### src/rtl/vram_arbiter.sv
// Single-port video RAM sequencer: display reads > clear-screen engine > buffered writes.
// Optional statistics outputs (drop_cnt, max_wait) are enabled by defining VRAM_ARB_STATS_EN.
module vram_arbiter #(
  parameter int unsigned ADDR_W     = 15,
  parameter int unsigned DATA_W     = 6,
  parameter int unsigned NPIX       = 19200,
  parameter int unsigned FIFO_DEPTH = 4
) (
  input  logic              clk16M,
  input  logic              rst,
  input  logic              disp_req,
  input  logic [ADDR_W-1:0] disp_addr,
  output logic [DATA_W-1:0] disp_data,
  output logic              disp_valid,
  input  logic              wr_req,
  input  logic [ADDR_W-1:0] wr_addr,
  input  logic [DATA_W-1:0] wr_data,
  output logic              wr_full,
  input  logic              cls_start,
  input  logic [DATA_W-1:0] cls_color,
  output logic              cls_busy,
  output logic              cls_done,
  output logic [ADDR_W-1:0] mem_addr,
  output logic              mem_we,
  output logic [DATA_W-1:0] mem_wdata,
  input  logic [DATA_W-1:0] mem_rdata
`ifdef VRAM_ARB_STATS_EN
  ,
  output logic [15:0]       drop_cnt,
  output logic [7:0]        max_wait
`endif
);

  localparam int unsigned PTR_W = (FIFO_DEPTH > 1) ? $clog2(FIFO_DEPTH) : 1;
  localparam int unsigned CNT_W = $clog2(FIFO_DEPTH + 1);
  localparam logic [CNT_W-1:0]  FULL_CNT = CNT_W'(FIFO_DEPTH);
  localparam logic [ADDR_W-1:0] LAST_PIX = ADDR_W'(NPIX - 1);

  typedef enum logic [1:0] {S_IDLE, S_CLEAR, S_DONE} state_t;

  state_t              state_q, state_d;
  logic [ADDR_W-1:0]   clr_cnt_q, clr_cnt_d;
  logic [DATA_W-1:0]   clr_color_q, clr_color_d;
  logic [ADDR_W-1:0]   mem_addr_q, mem_addr_d;
  logic                mem_we_q, mem_we_d;
  logic [DATA_W-1:0]   mem_wdata_q, mem_wdata_d;
  logic [CNT_W-1:0]    count_q, count_d;
  logic [PTR_W-1:0]    wptr_q, rptr_q;
  logic                wr_full_q;
  logic                rd1_q, rd2_q, disp_valid_q;
  logic [DATA_W-1:0]   disp_data_q;
  logic                push, pop;

  logic [ADDR_W-1:0]   fifo_addr [FIFO_DEPTH];
  logic [DATA_W-1:0]   fifo_data [FIFO_DEPTH];

  assign push = wr_req && (count_q != FULL_CNT);

  always_comb begin
    state_d     = state_q;
    clr_cnt_d   = clr_cnt_q;
    clr_color_d = clr_color_q;
    mem_addr_d  = mem_addr_q;
    mem_we_d    = 1'b0;
    mem_wdata_d = mem_wdata_q;
    pop         = 1'b0;

    case (state_q)
      S_IDLE: if (cls_start) begin
        state_d     = S_CLEAR;
        clr_color_d = cls_color;
        clr_cnt_d   = '0;
      end
      S_DONE:  state_d = S_IDLE;
      default: ;
    endcase

    // Pops only see entries already stored; a same-cycle push lands behind them.
    if (disp_req) begin
      mem_addr_d = disp_addr;
    end else if (state_q == S_CLEAR) begin
      mem_we_d    = 1'b1;
      mem_addr_d  = clr_cnt_q;
      mem_wdata_d = clr_color_q;
      if (clr_cnt_q == LAST_PIX) state_d = S_DONE;
      else                       clr_cnt_d = clr_cnt_q + 1'b1;
    end else if (count_q != '0) begin
      pop         = 1'b1;
      mem_we_d    = 1'b1;
      mem_addr_d  = fifo_addr[rptr_q];
      mem_wdata_d = fifo_data[rptr_q];
    end

    case ({push, pop})
      2'b10:   count_d = count_q + 1'b1;
      2'b01:   count_d = count_q - 1'b1;
      default: count_d = count_q;
    endcase
  end

  always_ff @(posedge clk16M or negedge rst) begin
    if (!rst) begin
      state_q      <= S_IDLE;
      clr_cnt_q    <= '0;
      clr_color_q  <= '0;
      mem_addr_q   <= '0;
      mem_we_q     <= 1'b0;
      mem_wdata_q  <= '0;
      count_q      <= '0;
      wptr_q       <= '0;
      rptr_q       <= '0;
      wr_full_q    <= 1'b0;
      rd1_q        <= 1'b0;
      rd2_q        <= 1'b0;
      disp_valid_q <= 1'b0;
      disp_data_q  <= '0;
    end else begin
      state_q      <= state_d;
      clr_cnt_q    <= clr_cnt_d;
      clr_color_q  <= clr_color_d;
      mem_addr_q   <= mem_addr_d;
      mem_we_q     <= mem_we_d;
      mem_wdata_q  <= mem_wdata_d;
      count_q      <= count_d;
      wr_full_q    <= (count_d == FULL_CNT);
      if (push) wptr_q <= wptr_q + 1'b1;
      if (pop)  rptr_q <= rptr_q + 1'b1;
      rd1_q        <= disp_req;
      rd2_q        <= rd1_q;
      disp_valid_q <= rd2_q;
      if (rd2_q) disp_data_q <= mem_rdata;
    end
  end

  always_ff @(posedge clk16M) begin
    if (push) begin
      fifo_addr[wptr_q] <= wr_addr;
      fifo_data[wptr_q] <= wr_data;
    end
  end

  assign mem_addr   = mem_addr_q;
  assign mem_we     = mem_we_q;
  assign mem_wdata  = mem_wdata_q;
  assign wr_full    = wr_full_q;
  assign disp_valid = disp_valid_q;
  assign disp_data  = disp_data_q;
  assign cls_busy   = (state_q == S_CLEAR);
  assign cls_done   = (state_q == S_DONE);

`ifdef VRAM_ARB_STATS_EN
  logic [15:0] drop_cnt_q;
  logic [7:0]  head_wait_q, max_wait_q;

  // head_wait_q counts cycles the current head has been waiting; it restarts on every pop.
  always_ff @(posedge clk16M or negedge rst) begin
    if (!rst) begin
      drop_cnt_q  <= '0;
      head_wait_q <= '0;
      max_wait_q  <= '0;
    end else begin
      if (wr_req && wr_full_q && (drop_cnt_q != '1)) drop_cnt_q <= drop_cnt_q + 16'd1;
      if (pop) begin
        if (head_wait_q > max_wait_q) max_wait_q <= head_wait_q;
        head_wait_q <= '0;
      end else if ((count_q != '0) && (head_wait_q != '1)) begin
        head_wait_q <= head_wait_q + 8'd1;
      end
    end
  end

  assign drop_cnt = drop_cnt_q;
  assign max_wait = max_wait_q;
`endif

endmodule

### config.mk
export PLATFORM = sky130hd
export DESIGN_NAME = vram_arbiter
export DESIGN_NICKNAME = d
export VERILOG_FILES = /design/src/rtl/vram_arbiter.sv
export SDC_FILE = /design/constraint.sdc
export NUM_CORES = 1
export LEC_CHECK = 0
export ABC_AREA = 1
export CAP_MARGIN = 5
export CORE_ASPECT_RATIO = 0.6
export CORE_MARGIN = 1.5
export CORE_UTILIZATION = 50
export CTS_BUF_LIST = sky130_fd_sc_hd__clkbuf_2
export DETAILED_ROUTE_END_ITERATION = 12
export GPL_TIMING_DRIVEN = 0
export HOLD_SLACK_MARGIN = 0.06
export PLACE_DENSITY = 0.81
export SLEW_MARGIN = 10
export SYNTH_ARGS = -nofsm -noshare
export SYNTH_HDL_FRONTEND = slang
export SYNTH_SLANG_ARGS = --single-unit
### constraint.sdc
create_clock -name clk16M -period 2.4 [get_ports clk16M]
set_input_delay 0.24 -clock clk16M [delete_from_list [all_inputs] [get_ports clk16M]]
set_output_delay 0.24 -clock clk16M [all_outputs]
set_load 0.05 [all_outputs]
; Word-level counts from Yosys, hierarchy flattened
; Memories as Yosys holds them, arrays and structs flattened.
; Index checks and enable logic that the tools add are counted.
[op_classes]
bitwise_logic = 1
n_reduce_logical = 7
addsub = 5
muxes = 23
eq_ne = 7
[ops]
columns = cell, count
row1 = $mux W15, 8
row2 = $add A15 B1 Y15 const B, 1
row3 = $eq A15 B15 Y1 const B, 1
row4 = $mux W6, 2
row5 = $mux W2, 4
row6 = $mux W1, 7
row7 = $pmux W3 S2, 1
row8 = $reduce_bool A3 Y1, 2
row9 = $add A2 B1 Y2 const B, 2
row10 = $eq A2 B1 Y1 const B, 2
row11 = $eq A2 B2 Y1 const B, 2
row12 = $pmux W2 S2, 1
row13 = $reduce_and A2 Y1, 2
row14 = $add A3 B1 Y3 const B, 1
row15 = $eq A3 B3 Y1 const B, 1
row16 = $ne A3 B3 Y1 const B, 1
row17 = $sub A3 B1 Y3 const B, 1
row18 = $logic_not A2 Y1, 1
row19 = $reduce_bool A2 Y1, 1
row20 = $logic_and A1 B1 Y1, 1
row21 = $not A1 Y1, 1
[totals]
inputBits = 53
ff_bits = 62
output_inout_bits = 32
n_memories = 2
ram_bits = 84
[memory_table]
columns = memory, depth, width, rd, rd_clocked_by_memory_dff, wr, line
row1 = fifo_addr, 4, 15, 1, 0, 1, 54  ; logic [ADDR_W-1:0] fifo_addr [FIFO_DEPTH];
row2 = fifo_data, 4, 6, 1, 0, 1, 55  ; logic [DATA_W-1:0] fifo_data [FIFO_DEPTH];

; Logic depth before layout (Yosys ltp)
[logic_depth]
word_depth = 7
ltp_mapped = 14

; Worst setup path before layout
; OpenSTA, ideal clock, no wires.
[synth_timing]
kind = register to register
start = register count_q[0]
end = register wr_full_q, in the netlist wr_full
setup_ps = 119
t_arrival_ps = 2023
period_less_slack_ps = 2142
required_ps = 2281
path_slack_ps = 258
stages_incl_launch_ff = 9
path_buffers = 0
cell_sequence = dfrtp_1 -> o31ai_2 -> ha_1 -> inv_1 -> fa_1 -> a21oi_1 -> o21ai_0 -> xor2_1 -> and2_1
[synth_via]
elab_chain_len = 7
word_cells_on_any_way = 12
cone_classes = add/sub: 2 / eq/ne: 4 / mux: 4 / reduce/logical: 2
[synth_lines]
columns = element, line
row1 = start: declaration, 47  ; logic [CNT_W-1:0] count_q, count_d;
row2 = start signal: assignment, 124  ; count_q <= count_d;
row3 = $reduce_bool A3 Y1, 87  ; end else if (count_q != '0) begin
row4 = $mux W1, 87
row5 = $mux W1, 81  ; end else if (state_q == S_CLEAR) begin
row6 = $mux W1, 79  ; if (disp_req) begin
row7 = $eq A2 B1 Y1 or $eq A2 B2 Y1 (tied branches), 94  ; case ({push, pop})
row8 = $pmux W3 S2 *, 94
row9 = net count_d[2], 47
row10 = $eq A3 B3 Y1 *, 125  ; wr_full_q <= (count_d == FULL_CNT);
row11 = end signal: assignment, 125
row12 = end: declaration, 49  ; logic wr_full_q;
; Mark *: on every way through the listed nets, which the timed path passes. The rest lies on a longest branch.
; A chain may end at the register's enable or synchronous reset.

; Worst setup path in the final report
[layout_timing]
start = register count_q[1]
end = register wr_full_q, in the netlist wr_full
[layout_via]
elab_chain_len = 7
word_cells_on_any_way = 12
cone_classes = add/sub: 2 / eq/ne: 4 / mux: 4 / reduce/logical: 2
[layout_lines]
columns = element, line
row1 = $reduce_bool A3 Y1 *, 87
row2 = $mux W1 *, 87
row3 = $mux W1 *, 81
row4 = $mux W1 *, 79
row5 = net pop, 52  ; logic push, pop;
row6 = $eq A2 B1 Y1 or $eq A2 B2 Y1 (tied branches), 94
row7 = $pmux W3 S2 *, 94
row8 = net count_d[2], 47
row9 = $eq A3 B3 Y1 *, 125
; Marks and branches as above.

==> key figures <==
Logic synthesis
  – #FFs+latches synth: 146
  – Mean Syn Cell Area: 9.98 µm²
  – Post-Syn Nets: 715
  – Top FF cell, synth: edfxtp_1
  – Post-synth ARST share: 42.5%
  – Post-synthesis instance total: 655
  – Sequential share of the synthesized area: 62.3%
  – Area of the mapped netlist: 6540 µm²
  – YS warnings: 0
  – EDFF count, synth: 84
  – Post-synthesis cell type count: 38

Flow run
  – Max-Cap Viols: 0

Floorplanning
  – Starting Density: 51.0%
  – Core footprint: 12800 µm²
  – Rows: 32
  – Die Y-Extent: 91.6 µm
  – Die Wd: 151 µm
  – Die ar.: 13800 µm²
  – I/O pin cnt: 85

STA
  – Fin crit period: 2.27 ns
  – Crit share post-route: 94.8%
  – FMAX: 440 MHz
  – RSZ-0062 raised after global routing: true
  – Slew HR: 47.5%
  – Pins Over Slew Limit: 0
  – Final Skew: 0.0269 ns
  – Setup ws final: 0.125 ns
  – Final hold violation count: 0
  – Setup-failing EPs final: 0
  – Slew @ Worst Pin: 0.787 ns

Final layout
  – Ant diodes: 0
  – Post-layout util: 62.8%
  – Fillers: 1047
  – Nets: 834
  – Synth-to-Final Area Change: 23.0%
  – Fraction of layout instances using a drive strength above 1: 13.2%

Clock network
  – H-tree levels: 4
  – CTS root buffer: clkbuf_2
  – Clk slew on worst S/H paths: 0.22 ns
  – CTS tree: done
  – Clk_lat worst skew: 0.70 ns
  – Clock sink count: 146
  – Max clock buf depth: 2
  – Num CTS Buffers: 17

Routing
  – DRT iter0 DRCs: 500
  – Via density: 5.32
  – Residual DRC: 0
  – Pre-antenna DRT Iters: 5
  – Total Wirelength: 15800 µm
  – Antenna Nets Post-Route: 0
  – Via Count: 5094
  – Wirelength per Cell: 16.6 µm

Pwr
  – Leak Pwr: 0.00337 µW
  – Power Total: 7760 µW
  – Peak supply drop: 0.586 mV
  – Pwr dens: 965 nW/µm²

Setup path
  – Crit path arrival time: 2.91 ns
  – Crit path capture type: flop
  – Req. time, crit path: 3.04 ns
  – Crit Path Max Fanout: 3
  – Startpoint Class: flop
  – Critical path class: flop to flop

Outcome
  – Status: finished, final reports clean

Placed design
  – Pre-CTS setup slack: -0.582 ns
  – Post-DP HPWL: 11400 µm
  – Port bufs: 84
  – RD Place Congestion: 0.960

Global route
  – GRT Resource Usage Total: 24.0%
  – Largest net degree at the start of global routing: 63
  – Vias in the first global route: 4832
  – Remaining Overflow, GRT: 0
  – Initial antenna violation count: 0
  – First-pass GRT wire length: 24600 µm

Worst hold path
  – Min-Delay Path Class: input pin to flop
[through the flow]
stage / cell area (µm²) / cells / hold slack, ns / setup TNS [ns]
2_1_floorplan: 6540 / 655 / -0.0556 / 0
3_3_place_gp: 7590 / 909 / 0.334 / -91.71
3_5_place_dp: 7680 / 913 / 0.337 / -1.30
4_1_cts: 8000 / 953 / 0.0679 / 0
5_1_grt: 8040 / 957 / 0.0839 / -0.0221
6_report: 8040 / 957 / 0.115 / 0
[worst max-delay path, cell delays in order, from the launching register on]
cell     delay, ns
dfrtp_1       0.47
inv_1         0.12
nand3_4       0.16
nand2_1       0.10
inv_1         0.10
ha_1          0.15
inv_1         0.07
fa_1          0.38
a21oi_1       0.16
o21ai_1       0.10
xor2_1        0.21
and2_4        0.19
[layout by cell type (no fill, tap or decap), drive strengths merged]
| cell | netlist | layout |
|---|---|---|
| o31ai | 1 | 1 |
| o22ai | 1 | 1 |
| ha | 6 | 6 |
| dlymetal6s2s | 0 | 1 |
| dlygate4sd3 | 0 | 6 |
| buf | 16 | 27 |
| xnor2 | 1 | 1 |
| and2 | 1 | 1 |
| nand3 | 46 | 46 |
| nor2 | 128 | 128 |
| fa | 1 | 1 |
| o21ai | 52 | 52 |
| clkbuf | 6 | 26 |
| clkinvlp | 0 | 5 |
| clkdlybuf4s50 | 0 | 81 |
| edfxtp | 84 | 84 |
| clkinv | 1 | 5 |
| dfrtp | 62 | 62 |
| a21oi | 32 | 32 |
| or2 | 1 | 1 |
| mux2 | 6 | 6 |
| a21boi | 1 | 1 |
| inv | 50 | 52 |
| nand2 | 150 | 150 |
| bufinv | 0 | 2 |
| nand4 | 6 | 6 |
| xor2 | 3 | 3 |
[cells in the mapped netlist (2+ instances only)]
master	n	share of area, %
nand3_1	42	3.2
ha_1	6	1.1
nor2_1	124	7.1
a21oi_1	22	1.7
nand2_1	144	8.3
inv_4	2	0.19
dfrtp_1	62	24
nor2_8	2	0.61
inv_1	45	2.6
mux2_2	6	1.0
a21oi_2	10	1.3
nand2_4	5	0.86
buf_2	10	0.77
buf_6	5	0.86
clkbuf_2	2	0.15
o21ai_0	43	3.3
nand3_2	3	0.46
clkbuf_1	4	0.23
edfxtp_1	84	39
nor2_2	2	0.19
o21ai_1	7	0.54
xor2_1	3	0.40
nand4_1	6	0.57
inv_2	2	0.11
[final cells by class]
type                       instances  area (µm²)  share of cell area, %
multi-input combinational        436        2150                   26.8
sequential                       146        4080                   50.7
clock buffer                      19        95.1                   1.18
clock inverter                    13         135                   1.68
tap                              170         213                   2.65
timing repair buffer             100        1030                   12.8
buffer                            22         135                   1.68
inverter                          51         206                   2.57
[logic make-up after synthesis]
group,Yosys count,share of synthesized area [%]
AOI/OAI and AO/OA,87,7.64
xor gates and xnor gates,4,0.536
adders and majority gates,7,1.45
buffers and inverters,73,5.19
DFF,146,62.3
muxes,6,1.03
and+or+nand+nor,332,21.9
[worst paths after layout]
| path | start | endpoint | slack (ns) | cells past startpoint |
|---|---|---|---|---|
| hold / removal | cls_color[2] | clr_color_q[2] | 0.11 | 3 |
| setup / recovery | count_q[1] | wr_full | 0.13 | 11 |
| hold reg to reg | rd1_q | rd2_q | 0.38 | 0 |
| setup reg to reg | count_q[1] | wr_full | 0.13 | 11 |
| max in group asynchronous | rst | state_q[0] | 1.68 | 2 |
| min in group asynchronous | rst | disp_data[4] | 0.13 | 2 |
[what timing repair did]
item                                   4_1_cts  5_1_grt
hold buffers                                 6        0
setup endpoints to repair                    3        2
pin swaps                                    2        3
gates resized for setup                      4        7
endpoints found under the hold margin       67        0
buffers inserted                             2        4
[power breakdown]
| part | switching (µW) | internal, µW |
|---|---|---|
| combinational | 1890 | 986 |
| sequential | 294 | 3210 |
| clock | 896 | 480 |
| total | 3080 | 4680 |
[state kept, by name (all words and copies together) (netlist names), 2 cells and up]
register	flops
wptr_q	2
state_q	2
fifo_data	24
rptr_q	2
clr_color_q	6
mem_addr	15
mem_wdata	6
fifo_addr	60
disp_data	6
clr_cnt_q	15
count_q	3
[metal layers]
metal	global-route usage (%)	wire, µm	part of all wire [%]	vias to the layer above
met5	0	0	0	-
met2	34.6	6860	43	250
met3	6.88	1580	10	27
met4	7.12	293	1.8	0
li1	-	-	-	2393
met1	35.2	7110	45	2424
Note: power is estimated with default switching activity, not from simulation.
